--- src/rtl/rv_lsu.sv ---
// Load/store unit: turns decoded load/store requests into req/gnt/rvalid bus cycles with lane steering.
// Latency: store 2 cycles (IDLE, REQ+gnt), load 3 cycles minimum (IDLE, REQ+gnt, WAIT+rvalid), then one DONE cycle.
// Backpressure: holds stall_o while the bus withholds gnt/rvalid; a bus timeout aborts the access with a fault.
module rv_lsu #(
  parameter int TIMEOUT = 256
) (
  input  logic        clk,
  input  logic        rstn,
  input  logic        mem_read_i,
  input  logic        mem_write_i,
  input  logic [2:0]  funct3_i,
  input  logic [31:0] addr_i,
  input  logic [31:0] wdata_i,
  output logic        stall_o,
  output logic        load_valid_o,
  output logic [31:0] load_data_o,
  output logic        exc_o,
  output logic [1:0]  exc_cause_o,
  output logic        dmem_req_o,
  output logic        dmem_we_o,
  output logic [31:0] dmem_addr_o,
  output logic [3:0]  dmem_be_o,
  output logic [31:0] dmem_wdata_o,
  input  logic        dmem_gnt_i,
  input  logic        dmem_rvalid_i,
  input  logic [31:0] dmem_rdata_i
);

  typedef enum logic [1:0] {IDLE, REQ, WAIT, DONE} state_t;

  // Counter is wide enough to hold TIMEOUT itself.
  localparam int CW = (TIMEOUT > 0) ? $clog2(TIMEOUT + 1) : 1;

  state_t        state_q, state_d;
  logic [31:0]   addr_q, addr_d;
  logic [2:0]    funct3_q, funct3_d;
  logic          we_q, we_d;
  logic [31:0]   wdata_q, wdata_d;
  logic [CW-1:0] cnt_q, cnt_d;
  logic          fault_q, fault_d;
  logic [31:0]   load_data_q, load_data_d;

  logic          access, illegal, misal, timed_out;
  logic [CW-1:0] cnt_inc;
  logic [3:0]    be_w;
  logic [31:0]   wdata_w, lane_w, ext_w;

  // Access decode for the incoming instruction and lane steering for the latched one.
  always_comb begin
    access  = rstn & (mem_read_i | mem_write_i);
    illegal = (mem_read_i & mem_write_i)
            | (mem_read_i & ~(funct3_i inside {3'b000, 3'b001, 3'b010, 3'b100, 3'b101}))
            | (mem_write_i & ~(funct3_i inside {3'b000, 3'b001, 3'b010}));
    misal   = ((funct3_i[1:0] == 2'b01) & addr_i[0])
            | ((funct3_i[1:0] == 2'b10) & (addr_i[1:0] != 2'b00));

    cnt_inc   = cnt_q + CW'(1);
    timed_out = (TIMEOUT != 0) && (cnt_inc == CW'(TIMEOUT));

    case (funct3_q[1:0])
      2'b00:   be_w = 4'b0001 << addr_q[1:0];
      2'b01:   be_w = 4'b0011 << {addr_q[1], 1'b0};
      default: be_w = 4'b1111;
    endcase
    case (funct3_q[1:0])
      2'b00:   wdata_w = {4{wdata_q[7:0]}};
      2'b01:   wdata_w = {2{wdata_q[15:0]}};
      default: wdata_w = wdata_q;
    endcase

    lane_w = dmem_rdata_i >> {addr_q[1:0], 3'b000};
    case (funct3_q)
      3'b000:  ext_w = {{24{lane_w[7]}}, lane_w[7:0]};
      3'b001:  ext_w = {{16{lane_w[15]}}, lane_w[15:0]};
      3'b100:  ext_w = {24'd0, lane_w[7:0]};
      3'b101:  ext_w = {16'd0, lane_w[15:0]};
      default: ext_w = lane_w;
    endcase
  end

  // Next-state and output logic of the access FSM.
  always_comb begin
    state_d      = state_q;
    addr_d       = addr_q;
    funct3_d     = funct3_q;
    we_d         = we_q;
    wdata_d      = wdata_q;
    cnt_d        = cnt_q;
    fault_d      = fault_q;
    load_data_d  = load_data_q;
    stall_o      = 1'b0;
    load_valid_o = 1'b0;
    exc_o        = 1'b0;
    exc_cause_o  = 2'b00;
    dmem_req_o   = 1'b0;
    dmem_we_o    = 1'b0;
    dmem_addr_o  = 32'd0;
    dmem_be_o    = 4'd0;
    dmem_wdata_o = 32'd0;

    case (state_q)
      IDLE: begin
        if (access) begin
          if (illegal) begin
            exc_o       = 1'b1;
            exc_cause_o = 2'b10;
          end else if (misal) begin
            exc_o       = 1'b1;
            exc_cause_o = 2'b01;
          end else begin
            stall_o  = 1'b1;
            addr_d   = addr_i;
            funct3_d = funct3_i;
            we_d     = mem_write_i;
            wdata_d  = wdata_i;
            cnt_d    = '0;
            fault_d  = 1'b0;
            state_d  = REQ;
          end
        end
      end
      REQ: begin
        stall_o      = 1'b1;
        dmem_req_o   = 1'b1;
        dmem_we_o    = we_q;
        dmem_addr_o  = {addr_q[31:2], 2'b00};
        dmem_be_o    = be_w;
        dmem_wdata_o = wdata_w;
        cnt_d        = cnt_inc;
        // A grant on the final allowed cycle still wins over the timeout.
        if (dmem_gnt_i) begin
          state_d = we_q ? DONE : WAIT;
        end else if (timed_out) begin
          fault_d = 1'b1;
          state_d = DONE;
        end
      end
      WAIT: begin
        stall_o = 1'b1;
        cnt_d   = cnt_inc;
        if (dmem_rvalid_i) begin
          load_data_d = ext_w;
          state_d     = DONE;
        end else if (timed_out) begin
          fault_d = 1'b1;
          state_d = DONE;
        end
      end
      DONE: begin
        exc_o        = fault_q;
        exc_cause_o  = fault_q ? 2'b11 : 2'b00;
        load_valid_o = ~we_q & ~fault_q;
        state_d      = IDLE;
      end
      default: state_d = IDLE;
    endcase
  end

  assign load_data_o = load_data_q;

  // State registers; reset abandons any access in flight.
  always_ff @(posedge clk) begin
    if (!rstn) begin
      state_q     <= IDLE;
      addr_q      <= '0;
      funct3_q    <= '0;
      we_q        <= 1'b0;
      wdata_q     <= '0;
      cnt_q       <= '0;
      fault_q     <= 1'b0;
      load_data_q <= '0;
    end else begin
      state_q     <= state_d;
      addr_q      <= addr_d;
      funct3_q    <= funct3_d;
      we_q        <= we_d;
      wdata_q     <= wdata_d;
      cnt_q       <= cnt_d;
      fault_q     <= fault_d;
      load_data_q <= load_data_d;
    end
  end

endmodule

--- config.mk ---
export PLATFORM = sky130hd
export DESIGN_NAME = rv_lsu
export DESIGN_NICKNAME = d
export VERILOG_FILES = /design/src/rtl/rv_lsu.sv
export SDC_FILE = /design/constraint.sdc
export NUM_CORES = 1
export LEC_CHECK = 0
export CAP_MARGIN = 0
export CORE_MARGIN = 3
export CORE_UTILIZATION = 49
export CTS_CLUSTER_DIAMETER = 30
export DETAILED_ROUTE_END_ITERATION = 8
export GPL_TIMING_DRIVEN = 0
export MAX_ROUTING_LAYER = met4
export PLACE_DENSITY_LB_ADDON = 0.1
export REMOVE_ABC_BUFFERS = 1
export SETUP_SLACK_MARGIN = 0.2
export SYNTH_ARGS = -nofsm -noshare
export SYNTH_HDL_FRONTEND = slang
export SYNTH_SLANG_ARGS = --single-unit
--- constraint.sdc ---
create_clock -name clk -period 4.8 [get_ports clk]
set_input_delay 0.96 -clock clk [delete_from_list [all_inputs] [get_ports clk]]
set_output_delay 0.96 -clock clk [all_outputs]
set_load 0.03 [all_outputs]
# Word level (Yosys, flattened, before mapping)
# Index checks and enable logic that the tools add are counted.
[totals]
regBits = 112
latchBits = 0
ramBits = 0
mem_bits_ro = 0
in_bits = 105
output_inout_bits = 107
elab_cells = 104
memories = 0
[classes]
n_addsub = 1
mul = 0
div = 0
order_cmp = 0
eq_ne = 19
shift = 3
muxes = 41
bitwise = 17
reduce_logical = 15
[ops]
columns = ["operator", "n"]
rows = [
  ["one-hot mux 32 bit (4 select lines)", 1],
  ["two-way mux 32 bit", 2],
  ["one-hot mux 32 bit (2 select lines)", 1],
  [">> shifter 32 x 5 -> 32 bit", 1],
  ["two-way mux 9 bit", 3],
  ["two-way mux 2 bit", 9],
  ["one-hot mux 9 bit (2 select lines)", 1],
  ["two-way mux 1 bit", 17],
  ["equality test 3 bit (second input constant)", 4],
  ["inequality test 2 bit (second input constant)", 5],
  ["adder 9 x 1 -> 9 bit (second input constant)", 1],
  ["equality test 9 bit (second input constant)", 1],
  ["one-hot mux 2 bit (4 select lines)", 1],
  ["one-hot mux 4 bit (2 select lines)", 1],
  ["AND reduction 4 bit", 2],
  ["AND 1 bit", 7],
  ["equality test 2 x 1 -> 1 bit (second input constant)", 3],
  ["equality test 2 bit (second input constant)", 3],
  ["equality test 3 x 1 -> 1 bit (second input constant)", 2],
  ["logical NOT 3 bit", 2],
  ["NOT 1 bit", 6],
  ["AND reduction 6 bit", 1],
  ["nonzero test 3 bit", 2],
  ["nonzero test 5 bit", 1],
  ["other kinds (13)", 19],
]

# Depth between registers and ports, before layout
# Gate-level depths: netlist of run 1.
[logic_depth]
depth_word = 9
mapped_depth = 9
mapped_depth_nobuf = 7

# Worst setup path before layout of run 1
# OpenSTA, ideal clock, no wires.
[synth_path]
path_kind = "input to output"
from = "input port mem_read_i"
to = "output port stall_o"
t_arrival_ns = 2.298
required_time_ns = 3.840
setup_slack_ns = 1.542
cell_stages = 6
path_buffers = 1
cell_sequence = "a211oi_2 nor3_1 nor3_2 clkbuf_1 nor2_1 nor2_1"
[synth_between]
elab_chain_len = 6
elab_cells_between_ends = 9
classes_between = "mux: 3; bitwise: 6"
[synth_rtl]
columns = ["item", "line", "source"]
rows = [
  ["start: declaration", "9", "input logic mem_read_i,"],
  ["AND 1 bit (on tied branches)", "51, 52", ""],
  ["bitwise OR 1 bit", "52", "| (mem_read_i & ~(funct3_i inside {3'b000, 3'b001, 3'b010, 3'b100, 3'b101}))"],
  ["bitwise OR 1 bit", "53", "| (mem_write_i & ~(funct3_i inside {3'b000, 3'b001, 3'b010}));"],
  ["two-way mux 1 bit", "104", "if (illegal) begin"],
  ["two-way mux 1 bit (*)", "103", "if (access) begin"],
  ["one-hot mux 1 bit (2 select lines) (*)", "101", "case (state_q)"],
  ["end: declaration", "14", "output logic stall_o,"],
]
# Mark *: on every way between the ends. The rest lies on a longest branch, timed or not.

# Final worst setup path of run 1
[layout_path]
from = "input port funct3_i[1]"
to = "output port exc_cause_o[0]"
[layout_between]
elab_chain_len = 9
elab_cells_between_ends = 22
classes_between = "eq/ne: 6; mux: 4; bitwise: 9; reduce/logical: 3"
[layout_rtl]
columns = ["item", "line", "source"]
rows = [
  ["start: declaration", "11", "input logic [2:0] funct3_i,"],
  ["equality test 3 x 1 -> 1 bit (tied with other cells)", "52, 53", ""],
  ["nonzero test 5 bit", "52", ""],
  ["NOT 1 bit", "52", ""],
  ["AND 1 bit", "52", ""],
  ["bitwise OR 1 bit", "52", ""],
  ["bitwise OR 1 bit", "53", ""],
  ["two-way mux 2 bit (*)", "104", ""],
  ["two-way mux 2 bit (*)", "103", ""],
  ["one-hot mux 2 bit (2 select lines) (*)", "101", ""],
  ["end: declaration", "18", "output logic [1:0] exc_cause_o,"],
]
# Marks and branches as above.

==> impl_results.md, run 1 <==
* Largest net degree at the start of global routing at between 80 and 90
* Slew Viols, Final at 0
* Crit-path max FO at 6
* Post-synth top area share at approximately two fifths
* Adder-Cell Fraction of Synth Area at 1.51%
* Vias in the first global route at between 5,000 and 6,000
* Ys async rst share at 0%
* RR Endpoint: load_data_o[17]
* Root buf cell: clkbuf_16
* Synth top cells by count: 197 x nand2_1, 112 x dfxtp_1, 101 x a21oi_1
* Post-route DRC at 0
* Grt ovf at 0
* Synth warnings at 0
* Final Total Pwr at between 2 and 2.5 mW
* Count leader, synth: nand2_1
* Final Non-Filler Cells at 1,077
* Top Ports at 212
* Area grow syn2layout at 42.1%
* DRT Pass-1 Iters at 5
* Clk_lat worst skew at 0.35 ns
* Tot GR Track Use at a little over a quarter
* EDFF count, synth at 0
* Pre-CTS setup slack at -0.654 ns
* DIE AREA at about 0.013 mm^2
* Critical Path RT at 3.84 ns
* CP Class: input pin to output pin
* Final min period at about 4.3 ns
* Fin nets at ~1,000
* Compound-Gate Fraction of Synth Area at about 22%
* Share of layout cells above drive strength 1 at 5.04%
* Dpl hpwl at around 12,000 um
* Post-DRT Antenna Nets at 0
* RR Startpoint: addr_q[1]
* Num CTS Buffers at 9
* Buffers on Ports at approximately 210
* Worst reg2reg setup slack at a little over 2 ns
* Crit end category: output pin
* Levels on crit path at 7
* FF-to-FF path depth at 5
* Final hold viol count at 0
* CP peak stage delay at 0.70 ns
* Drt wl/cell at around 16 um
* Post-Place Cell Area at about 0.0079 mm^2
* Status: finished, final reports clean
* Initial core utilization at roughly 50%
* 1st-iter DRT viols at around 480
* Core Region at approximately 0.011 mm^2
* Maxcap violations at 0
* Routed wire length at about 17,000 um
* Critical Path End: exc_cause_o[0]
* Clock Skew at between 0.007 and 0.008 ns
* Cell repeated most along the worst path: clkdlybuf4s50_1
* Worst Hold Class: flip-flop to flip-flop
* PwrDens at around 290 mW/mm^2
* Slowest-stage cell, CP: clkdlybuf4s50_1
* CTS tree: done
* Mux cell area share after synthesis at under 10%
* Initial antenna violation count at 1
* Post-synth top area cell: dfxtp_1
* Final Setup Violations at 0
* Post-synthesis simple-gate area fraction at approximately 25%
* Main combinational cell family by area after synthesis: simple AND/OR/NAND/NOR gates
* Clk sinks at ~110
* Clock Tree Buf Depth at 2
* Placed cells at between 1,000 and 1,500
* Top_reg_cell synth: dfxtp_1
* Critical path launch point type: input pin
* Syn Area/Cell at approximately 7.6 um^2
* Vias/cell at 5.57
* RSZ-0062 raised after global routing: false
* Placer Congestion at 0.869
* Fin area at roughly 0.0082 mm^2
* Buffers & Inverters on Critical Path at 2
* Clock-pin slew on the worst setup and hold paths at roughly 0.070 ns
* Worst Max-Slew Pin Slew at about 1.2 ns
* Netlist cell types at 54
* Top cells by area, synth: dfxtp_1 39%, nand2_1 13%, a21oi_1 8.7%
* Worst-path cell chain: clkdlybuf4s50_1 -> o21ai_0 -> o21ai_1 -> nand3_1 -> a2bb2oi_1 -> nor2_1 -> clkdlybuf4s50_1
* Worst setup path startpoint: funct3_i[1]
* PnR worst setup slack at 0.538 ns
* Peak Freq at around 230 MHz
* Synth Register Bits at about 110
* Die width at 115 um
* Critical Path AT at roughly 3.3 ns
* # H-tree levels at 3
* Tcrit/Tclk final at between 80% and 90%
* Register Area at approximately 0.0022 mm^2
* Synth Area in XOR/XNOR at less than 1%
* Lkg Pwr at roughly 2.8 nW
* Critical path's top delay family: buffers and inverters
* Synthesized area at 0.00579 mm^2
* Via count at about 6,000
* Fin Hold WS at around 0.45 ns
* Die Ht at approximately 110 um
* Max_slew headroom at between 15 and 20%
* Sequential area share after synthesis at ~39%
* Fillers at 937
* Multi-input gate area at about 0.0033 mm^2
* Peak VDD IR at 0.176 mV
* Syn Inst Count at 763
* Rows at 39
* First-pass GRT wire length at 27,400 um
==> power by group <==
group / switching (mW) / leakage [nW] / internal [mW]
clock network: 0.334 / 0.139 / 0.395
registers: 0.0469 / 0.908 / 0.971
logic: 0.342 / 1.76 / 0.275
total: 0.722 / 2.81 / 1.64
==> how the worst min path moves through the flow <==
stage | cells after the start | to | start
floorplan | 2 | addr_q[10] | addr_q[10]
global placement | 2 | addr_q[6] | addr_q[6]
detailed placement | 2 | addr_q[23] | addr_q[23]
CTS | 2 | addr_q[23] | addr_q[23]
global route | 2 | addr_q[7] | addr_q[7]
finish | 2 | addr_q[23] | addr_q[23]
==> what timing repair did <==
item	4_1_cts	5_1_grt
setup endpoints to repair	4	2
hold buffers	0	0
gates cloned	1	0
pin swaps	1	1
buffers inserted	0	5
resized for setup	3	2
==> cells by family after synthesis <==
family	Yosys count
xor gates and xnor gates	3
AOI/OAI and AO/OA	207
muxes	37
DFF	112
and+or+nand+nor	324
adders and majority gates	7
buffers and inverters	72
other	1
==> layout make-up <==
type	instances	share of cell area [%]
Sequential cell	112	27.3
Antenna cell	1	0.0304
Clock inverter	2	0.152
Clock buffer	14	3.33
Timing Repair Buffer	218	27.0
Multi-Input combinational cell	581	39.7
Inverter	6	0.304
Tap cell	143	2.17
==> worst register-to-register path: cells and delay by family (launching register included) <==
| kind | cells | cell delay [ns] |
|---|---|---|
| AO/OA/AOI/OAI | 2 | 0.86 |
| flip-flops | 1 | 1.12 |
| multiplexers | 3 | 0.71 |
==> stage by stage <==
stage	utilization, %	setup TNS [ns]
3_3_place_gp	67.8	-93.35
4_1_cts	71.4	0
6_report	71.7	0
2_1_floorplan	-	0
3_5_place_dp	68.8	-0.654
5_1_grt	71.7	0
==> routing by layer <==
| layer | part of all wire (%) | GRT usage [%] | vias up |
|---|---|---|---|
| li1 | - | - | 2924 |
| met1 | 42 | 32.2 | 2839 |
| met2 | 48 | 42.6 | 209 |
| met3 | 7.8 | 6.87 | 32 |
| met4 | 2.3 | 8.37 | 0 |
| met5 | 0 | - | - |
==> sequential cells by signal, summed over array words and instances (netlist names) <==
name and cells:
addr_q 32, we_q 1, cnt_q 9, load_data_o 32, funct3_q 3, wdata_q 32
state_q 2, fault_q 1
==> layout by cell type, fill, tap and decap left out, types with 6 or more instances in the layout <==
cell type / netlist / final
nand2_1: 197 / 197
nor2b_1: 19 / 19
a21boi_0: 8 / 8
nor2_1: 27 / 27
dfxtp_1: 112 / 110
o21ai_0: 39 / 38
ha_1: 7 / 6
and2_1: 48 / 48
mux2i_1: 36 / 36
clkbuf_16: 0 / 9
clkdlybuf4s50_1: 0 / 208
nand3_1: 7 / 7
a21oi_1: 101 / 101
o221a_2: 8 / 8
a211oi_1: 16 / 16
Power figures use the tool's default switching activity.
==> run 2: changes to the inputs <==
Settings changed: CORE_UTILIZATION 49 to 50, DONT_BUFFER_PORTS set to 1.
==> run 2 against run 1 <==
Against the previous run:
- design area is 26% lower
- flip-flop and latch count stayed put
- maximum frequency is 21% higher
- sequential share of layout area is 9.6 points higher
- non-clock buffer count is 213 lower
- utilization is 17 points lower
- count of clock-buffer cells in the layout is 3 lower
- power is 7.3% lower
- setup slack better by 0.73 ns
- worst hold slack better by 0.0041 ns
- critical endpoint is now dmem_wdata_o[10]
==> impl_results.md, run 2 (synthesized netlist as in run 1, its figures left out) <==
* Post-CTS setup buffers at 0 (unchanged)
* Status: finished, final reports clean (unchanged)
* Clock Tree Buf Depth at 2 (unchanged)
* RR Startpoint: addr_q[1] (unchanged)
* Ant diodes at 0 (was 1)
* Root buf cell: clkbuf_16 (unchanged)
* CTS tree: done (unchanged)
* Initial antenna violation count at 0 (was 1)
* Combinational fraction of design power at 20.5% (was 26.1%)
* # H-tree levels at 3 (unchanged)
* CP Class: flip-flop to output pin (was input pin to output pin)
* Clock Skew at 0.00794 ns (was 0.00730 ns)
* RR Endpoint: load_data_o[22] (was load_data_o[17])
* Hold buffer count at cts at 0 (unchanged)
* Critical Path RT at 3.84 ns (about the same)
* Rows at 38 (was 39)
* Routed met2 length at 7610 um (was 8290 um)
* Hold Path Cell Cnt at 2 (unchanged)
* DR top layer: met4 (unchanged)
* Placer Congestion at 0.823 (was 0.869)
* Worst hold endpoint: addr_q[26] (was addr_q[23])
* DRT Pass-1 Iters at 5 (unchanged)
* 1st-iter DRT viols at 460 (was 481)
* Drt wl/cell at 18.2 um (was 16.0 um)
* CTS resizes at 0 (was 3)
* Maxcap violations at 0 (unchanged)
* Lkg Pwr at 2.02 nW (was 2.81 nW)
* Buffers on Ports at 0 (was 209)
* Switching power at 0.691 mW (was 0.722 mW)
* Post-route DRC at 0 (unchanged)
* Num CTS Buffers at 9 (unchanged)
* Met3 wire length at 1240 um (was 1340 um)
* Fin nets at 826 (was 1,040)
* Final Total Pwr at 2.19 mW (was 2.36 mW)
* Tot GR Track Use at 24.2% (was 26.3%)
* FF-to-FF path depth at 5 (unchanged)
* Peak VDD IR at 0.263 mV (was 0.176 mV)
* Crit end category: output pin (unchanged)
* Final setup TNS at 0 ns (unchanged)
* Core Region at 0.0111 mm^2 (was 0.0115 mm^2)
* Routed wire length at 15,600 um (was 17,200 um)
* Crit-path max FO at 34 (was 6)
* Reg power frac at 46.7% (was 43.1%)
* Grt ovf at 0 (unchanged)
* Clk pwr share at 32.9% (was 30.8%)
* Critical Path AT at 2.57 ns (was 3.30 ns)
* Worst reg2reg setup slack at 1.99 ns (was 2.06 ns)
* Critical path launch point type: flip-flop (was input pin)
* PwrDens at 360 mW/mm^2 (was 287 mW/mm^2)
* CP peak stage delay at 0.84 ns (was 0.70 ns)
* Worst Hold Class: flip-flop to flip-flop (unchanged)
* M1 wire length at 6510 um (was 7200 um)
* Clk_lat worst skew at 0.35 ns (about the same)
* Most common cell after layout, fill and taps aside: nand2_1 (was clkdlybuf4s50_1)
* Clk sinks at 112 (unchanged)
* Pint at 1.50 mW (was 1.64 mW)
* Die width at 114 um (was 115 um)
* Worst Max-Slew Pin Slew at 1.24 ns (was 1.20 ns)
* Initial core utilization at 52.3% (was 50.5%)
* RSZ-0062 raised after global routing: false (unchanged)
* Sw frac at 31.6% (was 30.6%)
* Area grow syn2layout at 5.21% (was 42.1%)
* Die Ht at 114 um (was 115 um)
* Vias in the first global route at 4,878 (was 5,542)
* Dpl hpwl at 10,700 um (was 11,700 um)
* Slew Viols, Final at 0 (unchanged)
* Vias/cell at 5.91 (was 5.57)
* Worst-path cell chain: or2_2 -> nand2_1 -> a21boi_0 (was clkdlybuf4s50_1 -> o21ai_0 -> o21ai_1 -> nand3_1 -> a2bb2oi_1 -> nor2_1 -> clkdlybuf4s50_1)
* Tcrit/Tclk final at 73.6% (was 88.8%)
* Most frequent cells in the layout: 197 x nand2_1, 110 x dfxtp_1, 101 x a21oi_1 (was 208 x clkdlybuf4s50_1, 197 x nand2_1, 110 x dfxtp_1)
* Clock-pin slew on the worst setup and hold paths at 0.07 ns (about the same)
* Fillers at 1,086 (was 937)
* Peak Freq at 283 MHz (was 235 MHz)
* Via count at 5,071 (was 6,004)
* Final min period at 3.53 ns (was 4.26 ns)
* Post-DRT Antenna Nets at 0 (unchanged)
* Largest net degree at the start of global routing at 86 (unchanged)
* Share of layout cells above drive strength 1 at 5.85% (was 5.04%)
* Final Setup Violations at 0 (unchanged)
* Top Ports at 212 (unchanged)
* Final hold viol count at 0 (unchanged)
* Max_slew headroom at 17.0% (was 19.6%)
* Worst Hold Launch: addr_q[26] (was addr_q[23])
* DIE AREA at 0.0129 mm^2 (was 0.0132 mm^2)
* Slowest-stage cell, CP: a21boi_0 (was clkdlybuf4s50_1)
* First-pass GRT wire length at 24,700 um (was 27,400 um)
run 2: worst max path at each step:
stage,from,endpoint
global route,funct3_q[1],dmem_wdata_o[10]
floorplan,mem_read_i,stall_o
global placement,mem_read_i,stall_o
CTS,funct3_q[1],dmem_wdata_o[10]
finish,funct3_q[1],dmem_wdata_o[10]
detailed placement,funct3_q[1],dmem_wdata_o[10]
run 2: power groups by stage:
stage	sequential, mW	clock (mW)	combinational (mW)
2_1_floorplan	1.03	0	0.332
3_3_place_gp	1.04	0	0.412
3_5_place_dp	1.04	0	0.450
4_1_cts	1.02	0.744	0.452
5_1_grt	1.03	0.778	0.495
6_report	1.02	0.720	0.448
run 2: critical path, delay by kind of cell, from the launching register on:
family / cells / cell delay [ns]
simple gates: 2 / 0.55
flops: 1 / 0.83
compound gates: 1 / 0.84
run 2: routing by layer:
layer | global-route usage, % | vias up
li1 | - | 2488
met2 | 39.7 | 185
met1 | 28.5 | 2380
met4 | 6.57 | 0
met5 | - | -
met3 | 8.22 | 18
run 2: metrics by stage:
step	utilization [%]	hold WS, ns	setup slack (ns)	instances	instance area (um^2)
4_1_cts	55.0	0.455	0.712	858	6090
3_3_place_gp	51.3	0.438	-0.982	838	5680
6_report	55.0	0.454	1.27	858	6090
3_5_place_dp	52.4	0.445	1.10	843	5810
5_1_grt	55.0	0.476	1.06	858	6090
2_1_floorplan	-	0.432	0.0729	698	5510
run 2: layout make-up:
class                   count  area, um^2  share of cell area [%]
multi-input cells         580        3250                    53.4
flip-flops and latches    112        2240                    36.8
clock buffers              11         253                    4.15
well taps                 140         175                    2.88
repair buffers              5         110                    1.81
clock inverters             4        30.0                   0.493
inverters                   6        25.0                   0.411
